**src/rtl/instr_prefetch_buffer.sv**
```systemverilog
// instr_prefetch_buffer: sequential instruction fetcher feeding a DEPTH-entry FIFO, flushed on redirect
// Ports: clk/rstn (sync, active-low); mem_req/mem_addr/mem_ack/mem_rdata memory handshake;
//        redir_valid/redir_addr branch redirect; instr_valid/instr/instr_addr/instr_pop FIFO head to core.
module instr_prefetch_buffer #(
  parameter int          DEPTH      = 4,
  parameter logic [29:0] RESET_ADDR = 30'h0
) (
  input  logic        clk,
  input  logic        rstn,
  output logic        mem_req,
  output logic [29:0] mem_addr,
  input  logic        mem_ack,
  input  logic [31:0] mem_rdata,
  input  logic        redir_valid,
  input  logic [29:0] redir_addr,
  output logic        instr_valid,
  output logic [31:0] instr,
  output logic [29:0] instr_addr,
  input  logic        instr_pop
);
  localparam int AW = $clog2(DEPTH);
  localparam logic [AW:0] FULL = (AW+1)'(DEPTH);
  typedef enum logic [1:0] {IDLE, REQ, DROP} state_t;
  state_t      state;
  logic [29:0] fpc;
  logic [31:0] data_q [DEPTH];
  logic [29:0] addr_q [DEPTH];
  logic [AW-1:0] rd, wr;
  logic [AW:0] count, count_next;
  logic        push, pop;
  assign push        = rstn && !redir_valid && state == REQ && mem_ack;
  assign pop         = !redir_valid && instr_pop && count != '0;
  assign count_next  = count + {{AW{1'b0}}, push} - {{AW{1'b0}}, pop};
  assign instr_valid = count != '0;
  assign instr       = instr_valid ? data_q[rd] : 32'h0;
  assign instr_addr  = instr_valid ? addr_q[rd] : 30'h0;
  always_ff @(posedge clk)
    if (push) begin
      data_q[wr] <= mem_rdata;
      addr_q[wr] <= mem_addr;
    end
  always_ff @(posedge clk) begin
    if (!rstn) begin
      state    <= IDLE;
      fpc      <= RESET_ADDR;
      mem_req  <= 1'b0;
      mem_addr <= 30'h0;
      rd       <= '0;
      wr       <= '0;
      count    <= '0;
    end else if (redir_valid) begin
      rd    <= '0;
      wr    <= '0;
      count <= '0;
      fpc   <= redir_addr;
      // an unanswered request must stay on the bus; its answer is discarded in DROP
      if (state == REQ && !mem_ack) begin
        state <= DROP;
      end else if (!(state == DROP && !mem_ack)) begin
        state    <= REQ;
        mem_req  <= 1'b1;
        mem_addr <= redir_addr;
      end
    end else begin
      if (push) wr <= wr + 1'b1;
      if (pop) rd <= rd + 1'b1;
      count <= count_next;
      case (state)
        IDLE: if (count < FULL) begin
          state    <= REQ;
          mem_req  <= 1'b1;
          mem_addr <= fpc;
        end
        REQ: if (mem_ack) begin
          fpc <= fpc + 30'd1;
          if (count_next < FULL) mem_addr <= fpc + 30'd1;
          else begin
            state   <= IDLE;
            mem_req <= 1'b0;
          end
        end
        DROP: if (mem_ack) begin
          state    <= REQ;
          mem_addr <= fpc;
        end
        default: state <= IDLE;
      endcase
    end
  end
endmodule
```
**config.mk**
```make
export PLATFORM = sky130hd
export DESIGN_NAME = instr_prefetch_buffer
export DESIGN_NICKNAME = d
export VERILOG_FILES = /design/src/rtl/instr_prefetch_buffer.sv
export SDC_FILE = /design/constraint.sdc
export NUM_CORES = 1
export LEC_CHECK = 0
export BUFFER_PORTS_ARGS = -buffer_cell sky130_fd_sc_hd__buf_2
export CORE_MARGIN = 5
export CORE_UTILIZATION = 55
export DETAILED_ROUTE_END_ITERATION = 16
export GPL_ROUTABILITY_DRIVEN = 0
export PLACE_DENSITY_LB_ADDON = 0.25
export SLEW_MARGIN = 20
export SYNTH_ARGS = -nofsm -noshare
export SYNTH_HDL_FRONTEND = slang
export SYNTH_SLANG_ARGS = --single-unit
```
**constraint.sdc**
```tcl
create_clock -name clk -period 5.03 [get_ports clk]
set_clock_uncertainty 0.2 [all_clocks]
set_input_delay 0.503 -clock clk [delete_from_list [all_inputs] [get_ports clk]]
set_output_delay 0.503 -clock clk [all_outputs]
set_load 0.05 [all_outputs]
```
==> impl_metrics.toml, run 1 <==
[detailed_routing]
vias = 8324
drt-vias-per-instance = 5.88
ant_nets = 0
wl_per_cell_um = 20.3
firstDrtPassIters = 5
wl_um = 28800
drcViolationCount = 0
drt_iter0_drc = 724

[timing]
setup_violations = 0
rsz0062_at_grt = "no"
final.setup.tns_ps = 0
max_slew.worst_pin.slew_ps = 992
slew_headroom_pct = 33.9
fmax_mhz = 280
whs_ps = 15.1
slew_viol_final = 0
period_share_pct = 71.0
fin_crit_ps = 3570
hold_viol = 0

[hold_path]
hold_class = "in2reg"

[grt]
grt_pass1_vias = 8552
grt_usage_pct = 20.8
grt_max_degree = 74
grt_overflow_total = 0
grt_pass1_wl_um = 46700
antenna_found_initial = 0

[synthesis]
yosysTopAreaCell = "edfxtp_1"
synth-main-ff-cell = "edfxtp_1"
yosysWarnings = 0
synth.top_cells.by_count = "248 x edfxtp_1, 72 x dfxtp_1, 71 x nor2b_1"
syn_inst = 924
synth-seq-cells = 320
yosysMostFrequentCell = "edfxtp_1"
yosys-top-cells-area = "edfxtp_1 55%, dfxtp_1 11%, mux4_2 10%"
synth_area_mm2 = 0.0136
synth.top_cell.area_share_pct = 54.8
ys_seq_area_share_pct = 65.4
synthArstFlopShare_pct = 0
ys_types = 63
synth_edf_count = 248
syn_avg_cell_area_um2 = 14.7
syn-num-nets = 999

[die]
core_mm2 = 0.0243
num_io_pins = 161
start_util_pct = 55.9
die_width_um = 167
die_area_mm2 = 0.0280
fp.dieH_um = 167
fp-row-count = 57

[clocking]
clock_sinks = 320
root_buffer = "clkbuf_16"
clk_pin_slew_worst_paths_ps = 60
ctsResizeCount = 0
tritoncts.num_buffers = 34
worst_skew_pair.late_latency_ps = 500
tritoncts = "yes"
clockBufferDepth = 3
h-tree-depth = 2

[worst_setup_path]
cp-start-kind = "flop"
cp-end-kind = "flop"
reg2reg_slack_ps = 1460
rr_endpoint = "mem_addr[3]$_SDFFE_PN0P_"
r2r-start = "state[0]$_SDFFE_PN0P_"
cp_data_required_time_ps = 5250
cp_slowest_stage_delay_ps = 540
crit_arrival_ps = 3790
crit_start = "state[0]$_SDFFE_PN0P_"
path_class = "reg2reg"
crit_chain = "nand3b_1 -> nor2_1 -> inv_1 -> ha_1 -> inv_1 -> ha_1 -> fa_1 -> xnor3_1 -> o21a_1 -> or2_2 -> buf_4 -> nand2_1 -> a21boi_0"
crit_slowest_cell = "or2_2"
reg2reg_depth = 13
crit_path_end = "mem_addr[3]$_SDFFE_PN0P_"
path_max_fanout = 29

[placement]
dpl.hpwl_um = 17700
portBuffers = 160
dp.cells = 1356

[power_and_ir_drop]
power.density_mw_per_mm2 = 366
irDropWorstVdd_mv = 0.261
power_leakage_nw = 5.38

[layout]
drive_gt1_share_pct = 27.9
areaGrowthSynthToFinish_pct = 15.3
layoutNonFillerInstCount = 1416
nets = 1145
diodes = 0
fin_util_pct = 64.5

[flow_run]
maxCapViolCount = 0

[outcome]
status = "finished clean"
-- report_power, final --
| part | switching, mW | internal [mW] |
|---|---|---|
| Sequential | 0.0903 | 2.93 |
| Combinational | 0.321 | 0.140 |
| Clock | 0.961 | 1.29 |
| Total | 1.37 | 4.36 |
-- metal layers --
| layer | vias up | wire (µm) | track usage (%) |
|---|---|---|---|
| met5 | - | 0 | 0 |
| met1 | 4144 | 12100 | 28.1 |
| met4 | 0 | 621 | 5.75 |
| met2 | 293 | 14100 | 34.8 |
| met3 | 43 | 1970 | 4.20 |
| li1 | 3844 | - | - |
-- registers in the layout, indices dropped and copies added, names as in the netlist, named ones only --
signal,flops
mem_addr,30
count,3
data_q,128
state,2
mem_req,1
addr_q,120
wr,2
rd,2
fpc,30
-- cell usage in the layout (no fill, tap or decap), types with 6 or more instances in the layout --
cell type / count
edfxtp_1: 248
buf_2: 160
nor2b_1: 71
dfxtp_1: 70
mux4_2: 62
nand2_1: 43
o21ai_0: 38
nor3_1: 35
clkbuf_16: 35
a21oi_1: 30
xnor2_1: 29
nand3_1: 29
nor2_1: 24
nand4_1: 18
buf_4: 16
nor4_1: 13
nand2b_1: 12
and3_1: 10
inv_1: 9
xor2_1: 9
o21a_1: 8
clkbuf_1: 8
clkinv_1: 7
ha_1: 7
and2_1: 6
-- cell type report --
type	count	area (µm²)
inverters	10	37.5
multi-input cells	525	4380
repair buffers	179	961
flip-flops and latches	320	8900
fillers	1774	8640
clock inverters	14	75.1
clock buffers	44	920
well taps	324	405
-- logic make-up after synthesis --
kind of cell | share of synthesized area (%)
fa+ha+maj | 0.792
simple gates | 12.2
xor+xnor | 2.61
compound gates | 5.97
mux | 10.5
buf+inv | 2.54
flops | 65.4
-- stage by stage --
| stage | power [mW] | cell area [µm²] | setup WS (ps) |
|---|---|---|---|
| floorplan | 3.38 | 13600 | 1350 |
| global placement | 3.53 | 14700 | 1030 |
| detailed placement | 3.54 | 14700 | 912 |
| CTS | 5.78 | 15700 | 1070 |
| global route | 5.95 | 15700 | 1230 |
| finish | 5.73 | 15700 | 1460 |
-- worst min-delay path by stage --
| stage | from | to | depth (start not counted) |
|---|---|---|---|
| finish | mem_rdata[7] | data_q[1][7]$_DFFE_PP_ | 1 |
| global route | mem_rdata[3] | data_q[3][3]$_DFFE_PP_ | 1 |
| CTS | mem_rdata[7] | data_q[1][7]$_DFFE_PP_ | 1 |
| detailed placement | mem_req$_SDFFE_PN0P_ | mem_req$_SDFFE_PN0P_ | 2 |
| global placement | mem_req$_SDFFE_PN0P_ | mem_req$_SDFFE_PN0P_ | 2 |
| floorplan | wr[1]$_SDFFE_PP0P_ | wr[1]$_SDFFE_PP0P_ | 2 |
-- worst max-delay path, delay by kind of cell (launching register included) --
family	cells	cell delay, ps
compound gates	2	330
xor+xnor	1	310
fa+ha+maj	3	830
buf+inv	3	410
flops	1	520
simple gates	4	870
-- what timing repair did --
| action | CTS | global route |
|---|---|---|
| buffers inserted | 0 | 0 |
| endpoints found under the hold margin | 8 | 0 |
| hold buffers | 2 | 0 |
(Power assumes the default switching activity.)
==> run 2, diff against run 1 <==
- clock period: 5.03 -> 3.36 ns (I/O delays scaled with it)
==> impl_metrics.toml, run 2 (synthesized netlist as in run 1, its figures left out) <==
[clocking]
tritoncts = "yes"
clk_pin_slew_worst_paths_ps = 60
worst_skew_pair.late_latency_ps = 510
h-tree-depth = 2
tritoncts.num_buffers = 34
ctsResizeCount = 0
clockBufferDepth = 3
clock_sinks = 320
root_buffer = "clkbuf_16"

[power_and_ir_drop]
swShare_pct = 23.6
internal-power_mw = 6.77
irDropWorstVdd_mv = 0.354
p_clk_share_pct = 40.5
p_comb_share_pct = 8.5
power.density_mw_per_mm2 = 537
power.net_switching_mw = 2.09
pwr-share-seq_pct = 51.0
power_leakage_nw = 5.73

[worst_setup_path]
path_class = "reg2reg"
crit_arrival_ps = 3280
rr_endpoint = "mem_addr[15]$_SDFFE_PN0P_"
path_max_fanout = 41
cp-end-kind = "flop"
cp-start-kind = "flop"
cp_data_required_time_ps = 3610
reg2reg_slack_ps = 330
r2r-start = "count[2]$_SDFF_PP0_"
reg2reg_depth = 12

[placement]
dp.cells = 1375
portBuffers = 160
dpl.hpwl_um = 19300

[layout]
areaGrowthSynthToFinish_pct = 21.3
fillerInstances = 1718
layoutNonFillerInstCount = 1482
seq_area_mm2 = 0.00890
final_cell_mix = "248 x edfxtp_1, 160 x buf_2, 71 x nor2b_1, 69 x dfxtp_1, 62 x mux4_2"
largest_register_ffs = 128
nets = 1208
multi_input_area_mm2 = 0.00440
drive_gt1_share_pct = 28.5
max_flop_register = "data_q"
final_common_cell = "edfxtp_1"
largestRegisters = "data_q: 128 flops, addr_q: 120 flops"
diodes = 0

[detailed_routing]
wl_per_cell_um = 20.3
firstDrtPassIters = 4
drt_iter0_drc = 789
vias = 8570
ant_nets = 0
drt-vias-per-instance = 5.78
drcViolationCount = 0
wl_um = 30100

[grt]
grt_overflow_total = 0
antenna_found_initial = 0
grt_usage_pct = 21.5
grt_max_degree = 74
grt_pass1_wl_um = 48000
grt_pass1_vias = 8680

[timing]
slew_headroom_pct = 44.2
fmax_mhz = 330
period_share_pct = 90.3
hold_viol = 0
rsz0062_at_grt = "no"
fin_crit_ps = 3030
setup_violations = 0
max_slew.worst_pin.slew_ps = 837
whs_ps = 17.7
slew_viol_final = 0

[die]
num_io_pins = 161
start_util_pct = 55.9
die_width_um = 167
fp-row-count = 57
die_area_mm2 = 0.0280
fp.dieH_um = 167
core_mm2 = 0.0243

[flow_run]
maxCapViolCount = 0

[hold_path]
min_path_cells = 4
worstHoldEndpoint = "fpc[3]$_SDFFE_PN0P_"
hold_class = "in2reg"
min-delay-start = "redir_addr[3]"

[outcome]
status = "finished clean"
==> run 2: changes by cell type in the layout (fill, tap and decap cells not counted), moves of 2 or more <==
cell           delta
bufinv_16         +2
clkinv_8          +2
dlygate4sd3_1    +44
buf_4             +9
buf_12           +10
inv_6             -2
clkinvlp_4        -2
==> run 2: how the worst max path moves through the flow <==
stage | start | endpoint | slack, ps | cells past startpoint
finish | count[2]$_SDFF_PP0_ | mem_addr[15]$_SDFFE_PN0P_ | 330 | 12
global route | count[2]$_SDFF_PP0_ | mem_addr[23]$_SDFFE_PN0P_ | 120 | 12
CTS | flop | instr_addr[19] | 310 | 4
detailed placement | mem_ack | mem_addr[15]$_SDFFE_PN0P_ | 260 | 14
global placement | mem_ack | mem_addr[15]$_SDFFE_PN0P_ | 300 | 14
floorplan | state[1]$_SDFFE_PN0P_ | mem_addr[22]$_SDFFE_PN0P_ | -30 | 16
==> run 2: area by class of cell <==
class | count | share of cell area, %
multi-input combinational | 525 | 26.7
sequential | 320 | 54.0
clock inverter | 15 | 0.880
clock buffer | 46 | 5.68
inverter | 10 | 0.228
timing repair buffer | 242 | 10.1
tap | 324 | 2.46
==> run 2: what timing repair did <==
action | 4_1_cts | 5_1_grt
hold endpoints to repair | 149 | 0
hold buffers | 46 | 0
setup buffers | 0 | 0
==> run 2: per-stage QoR <==
stage | setup slack [ps] | power [mW] | TNS, ps | area [µm²] | util (%)
3_5_place_dp | 264 | 5.32 | 0 | 14900 | 61.4
2_1_floorplan | -29.8 | 5.07 | -286 | 13600 | -
5_1_grt | 122 | 9.19 | 0 | 16500 | 67.8
3_3_place_gp | 303 | 5.30 | 0 | 14900 | 61.4
4_1_cts | 307 | 8.93 | 0 | 16500 | 67.8
6_report | 326 | 8.86 | 0 | 16500 | 67.8
==> run 2: worst max-delay path, stage by stage (launching register included) <==
cell and delay [ps]:
dfxtp_1 400, nor3_2 70, nor3b_1 270, ha_1 190, inv_1 40, ha_2 170, fa_2 360, xnor3_1 250
o21a_1 220, or2_1 240, buf_12 190, a311oi_1 230, a31o_1 120
==> run 2: power by group through the flow <==
stage | Combinational, mW | Clock [mW] | Sequential [mW]
3_5_place_dp | 0.713 | 0 | 4.60
6_report | 0.755 | 3.58 | 4.52
5_1_grt | 0.816 | 3.84 | 4.53
4_1_cts | 0.759 | 3.66 | 4.52
2_1_floorplan | 0.358 | 0 | 4.72
3_3_place_gp | 0.704 | 0 | 4.60
==> run 2: metal layers <==
layer / vias to the layer above / wire length, µm / global-route usage, %
li1: 3982 / - / -
met1: 4239 / 12400 / 28.9
met2: 310 / 15100 / 36.5
met3: 39 / 1970 / 3.96
met4: 0 / 701 / 5.93
met5: - / 0 / 0
==> run 3, diff against run 2 <==
--- a/config.mk
+++ b/config.mk
@@ -6,4 +6,5 @@
 export NUM_CORES = 1
 export LEC_CHECK = 0
+export ABC_AREA = 1
 export BUFFER_PORTS_ARGS = -buffer_cell sky130_fd_sc_hd__buf_2
 export CORE_MARGIN = 5
==> constraint.sdc (replaced) <==
create_clock -name clk -period 3.36 [get_ports clk]
set_clock_uncertainty 0.2 [all_clocks]
set_input_delay 0.504 -clock clk [delete_from_list [all_inputs] [get_ports clk]]
set_output_delay 0.504 -clock clk [all_outputs]
set_load 0.05 [all_outputs]
==> impl_metrics.toml, run 3 <==
[outcome]
status = "finished clean"

[worst_setup_path]
crit_chain = "inv_2 -> buf_12 -> o21ai_0 -> a21oi_1 -> buf_2"
crit_slowest_cell = "inv_2"
cp_slowest_stage_delay_ps = 480
crit_arrival_ps = 2480
path_max_fanout = 38
cp-start-kind = "flop"
path_class = "reg2out"
cp_data_required_time_ps = 2660
reg2reg_depth = 17
cp-end-kind = "output pin"

[timing]
setup_violations = 0
hold_viol = 0
fmax_mhz = 314
max_slew.worst_pin.slew_ps = 1030
period_share_pct = 94.8
final.setup.tns_ps = 0
slew_viol_final = 0
fin_crit_ps = 3180
rsz0062_at_grt = "no"
slew_headroom_pct = 31.4
whs_ps = 18.8

[die]
core_mm2 = 0.0250
fp-row-count = 58
fp.dieH_um = 169
start_util_pct = 55.5
num_io_pins = 161
die_area_mm2 = 0.0286
die_width_um = 169

[synthesis]
ys_seq_area_share_pct = 63.9
yosysWarnings = 0
yosysTopAreaCell = "edfxtp_1"
yosysMostFrequentCell = "nor2_1"
synth-seq-cells = 320
syn_avg_cell_area_um2 = 9.51
synth.top_cells.by_count = "338 x nor2_1, 248 x edfxtp_1, 212 x nand2_1"
yosys-top-cells-area = "edfxtp_1 54%, dfxtp_1 10%, nor2_1 9.1%"
ys_types = 32
syn-num-nets = 1537
synth_edf_count = 248
synthArstFlopShare_pct = 0
synth_area_mm2 = 0.0139
synth-main-ff-cell = "edfxtp_1"
synth.top_cell.area_share_pct = 53.6
syn_inst = 1462

[grt]
antenna_found_initial = 0
grt_pass1_wl_um = 53400
grt_usage_pct = 23.3
grt_max_degree = 91
grt_overflow_total = 0
grt_pass1_vias = 10400

[clocking]
clock_sinks = 320
worst_skew_pair.late_latency_ps = 490
clockBufferDepth = 3
tritoncts = "yes"
tritoncts.num_buffers = 34
clk_pin_slew_worst_paths_ps = 60
h-tree-depth = 2
root_buffer = "clkbuf_16"
postCtsSetupRepairBufs = 0

[layout]
largest_register_ffs = 128
drive_gt1_share_pct = 15.6
diodes = 0
max_flop_register = "data_q"
final_common_cell = "nor2_1"
final_cell_mix = "334 x nor2_1, 248 x edfxtp_1, 212 x nand2_1, 191 x o21ai_0, 160 x buf_2"
nets = 1682
areaGrowthSynthToFinish_pct = 16.5
largestRegisters = "data_q: 128 flops, addr_q: 120 flops"

[detailed_routing]
ant_nets = 0
drt_iter0_drc = 1168
wl_per_cell_um = 17.3
vias = 10700
firstDrtPassIters = 6
wl_um = 33800
drcViolationCount = 0
drt-vias-per-instance = 5.45

[power_and_ir_drop]
power_mw = 8.94
power.density_mw_per_mm2 = 552
irDropWorstVdd_mv = 0.383
power_leakage_nw = 6.24

[placement]
dpl.hpwl_um = 21000
portBuffers = 160

[flow_run]
maxCapViolCount = 0

[hold_path]
min_path_cells = 1
hold_class = "in2reg"
[run 3: cell types whose count changed after synthesis, sizes merged, moves of 28 or more]
cell,previous run,this run
a21oi,30,121
inv,9,96
mux4,62,0
nand2,43,214
nor2,24,348
nor2b,71,0
nor3,36,4
o21ai,38,195
xnor2,29,1
[run 3: cells by family (layout without fill, tap and decap cells)]
logic type | Yosys count | after routing | share of synthesized area [%]
AND/OR/NAND/NOR | 620 | 620 | 17.6
AO/OA/AOI/OAI | 341 | 341 | 12.7
flip-flops | 320 | 320 | 63.9
buffers and inverters | 172 | 340 | 4.92
adder cells (fa/ha/maj) | 8 | 8 | 0.774
XOR/XNOR | 1 | 1 | 0.0630
[run 3: worst paths after layout]
| kind | slack [ps] | end | start |
|---|---|---|---|
| worst max register to register | 290 | mem_addr[11]$_SDFFE_PN0P_ | state[0]$_SDFFE_PN0P_ |
| worst min-delay path | 20 | data_q[1][7]$_DFFE_PP_ | mem_rdata[7] |
| worst max-delay path | 180 | instr_addr[17] | flop |
| worst min register to register | 270 | flop | rd[1]$_SDFFE_PP0P_ |
[run 3: cell type report]
cell class	instances	area (µm²)
multi-input combinational	970	4380
inverter	96	363
timing repair buffer	185	1120
fill	1990	8840
tap	330	413
sequential	320	8890
clock buffer	49	981
clock inverter	10	51.3
[run 3: critical path: cells and delay by family (launching register included)]
kind	cells	cell delay, ps
compound gates	2	410
buf+inv	3	1080
flops	1	470
[run 3: where the power goes]
group	internal [mW]	switching [mW]
Clock	2.03	1.43
Sequential	4.42	0.162
Combinational	0.239	0.658
Total	6.69	2.25
[run 3: what timing repair did]
item                                    4_1_cts  5_1_grt
hold buffers                                  4        0
resized for setup                             0        3
endpoints found under the setup margin        0       10
endpoints found under the hold margin        13        0
[run 3: layer usage]
metal / track usage, % / routed length, µm / vias up
met4: 8.26 / 1050 / 0
met1: 31.2 / 14200 / 4945
met3: 3.74 / 2430 / 72
li1: - / - / 5240
met5: 0 / 0 / -
met2: 38.8 / 16100 / 428
[run 3: stage by stage]
step                cell area [µm²]  utilization (%)  instances  worst slack, ps
CTS                           16200             64.7       1960              160
detailed placement            15100             60.4       1897              209
floorplan                     13900                -       1462             -187
global route                  16200             64.7       1960             8.01
finish                        16200             64.7       1960              176
global placement              15100             60.4       1897              320
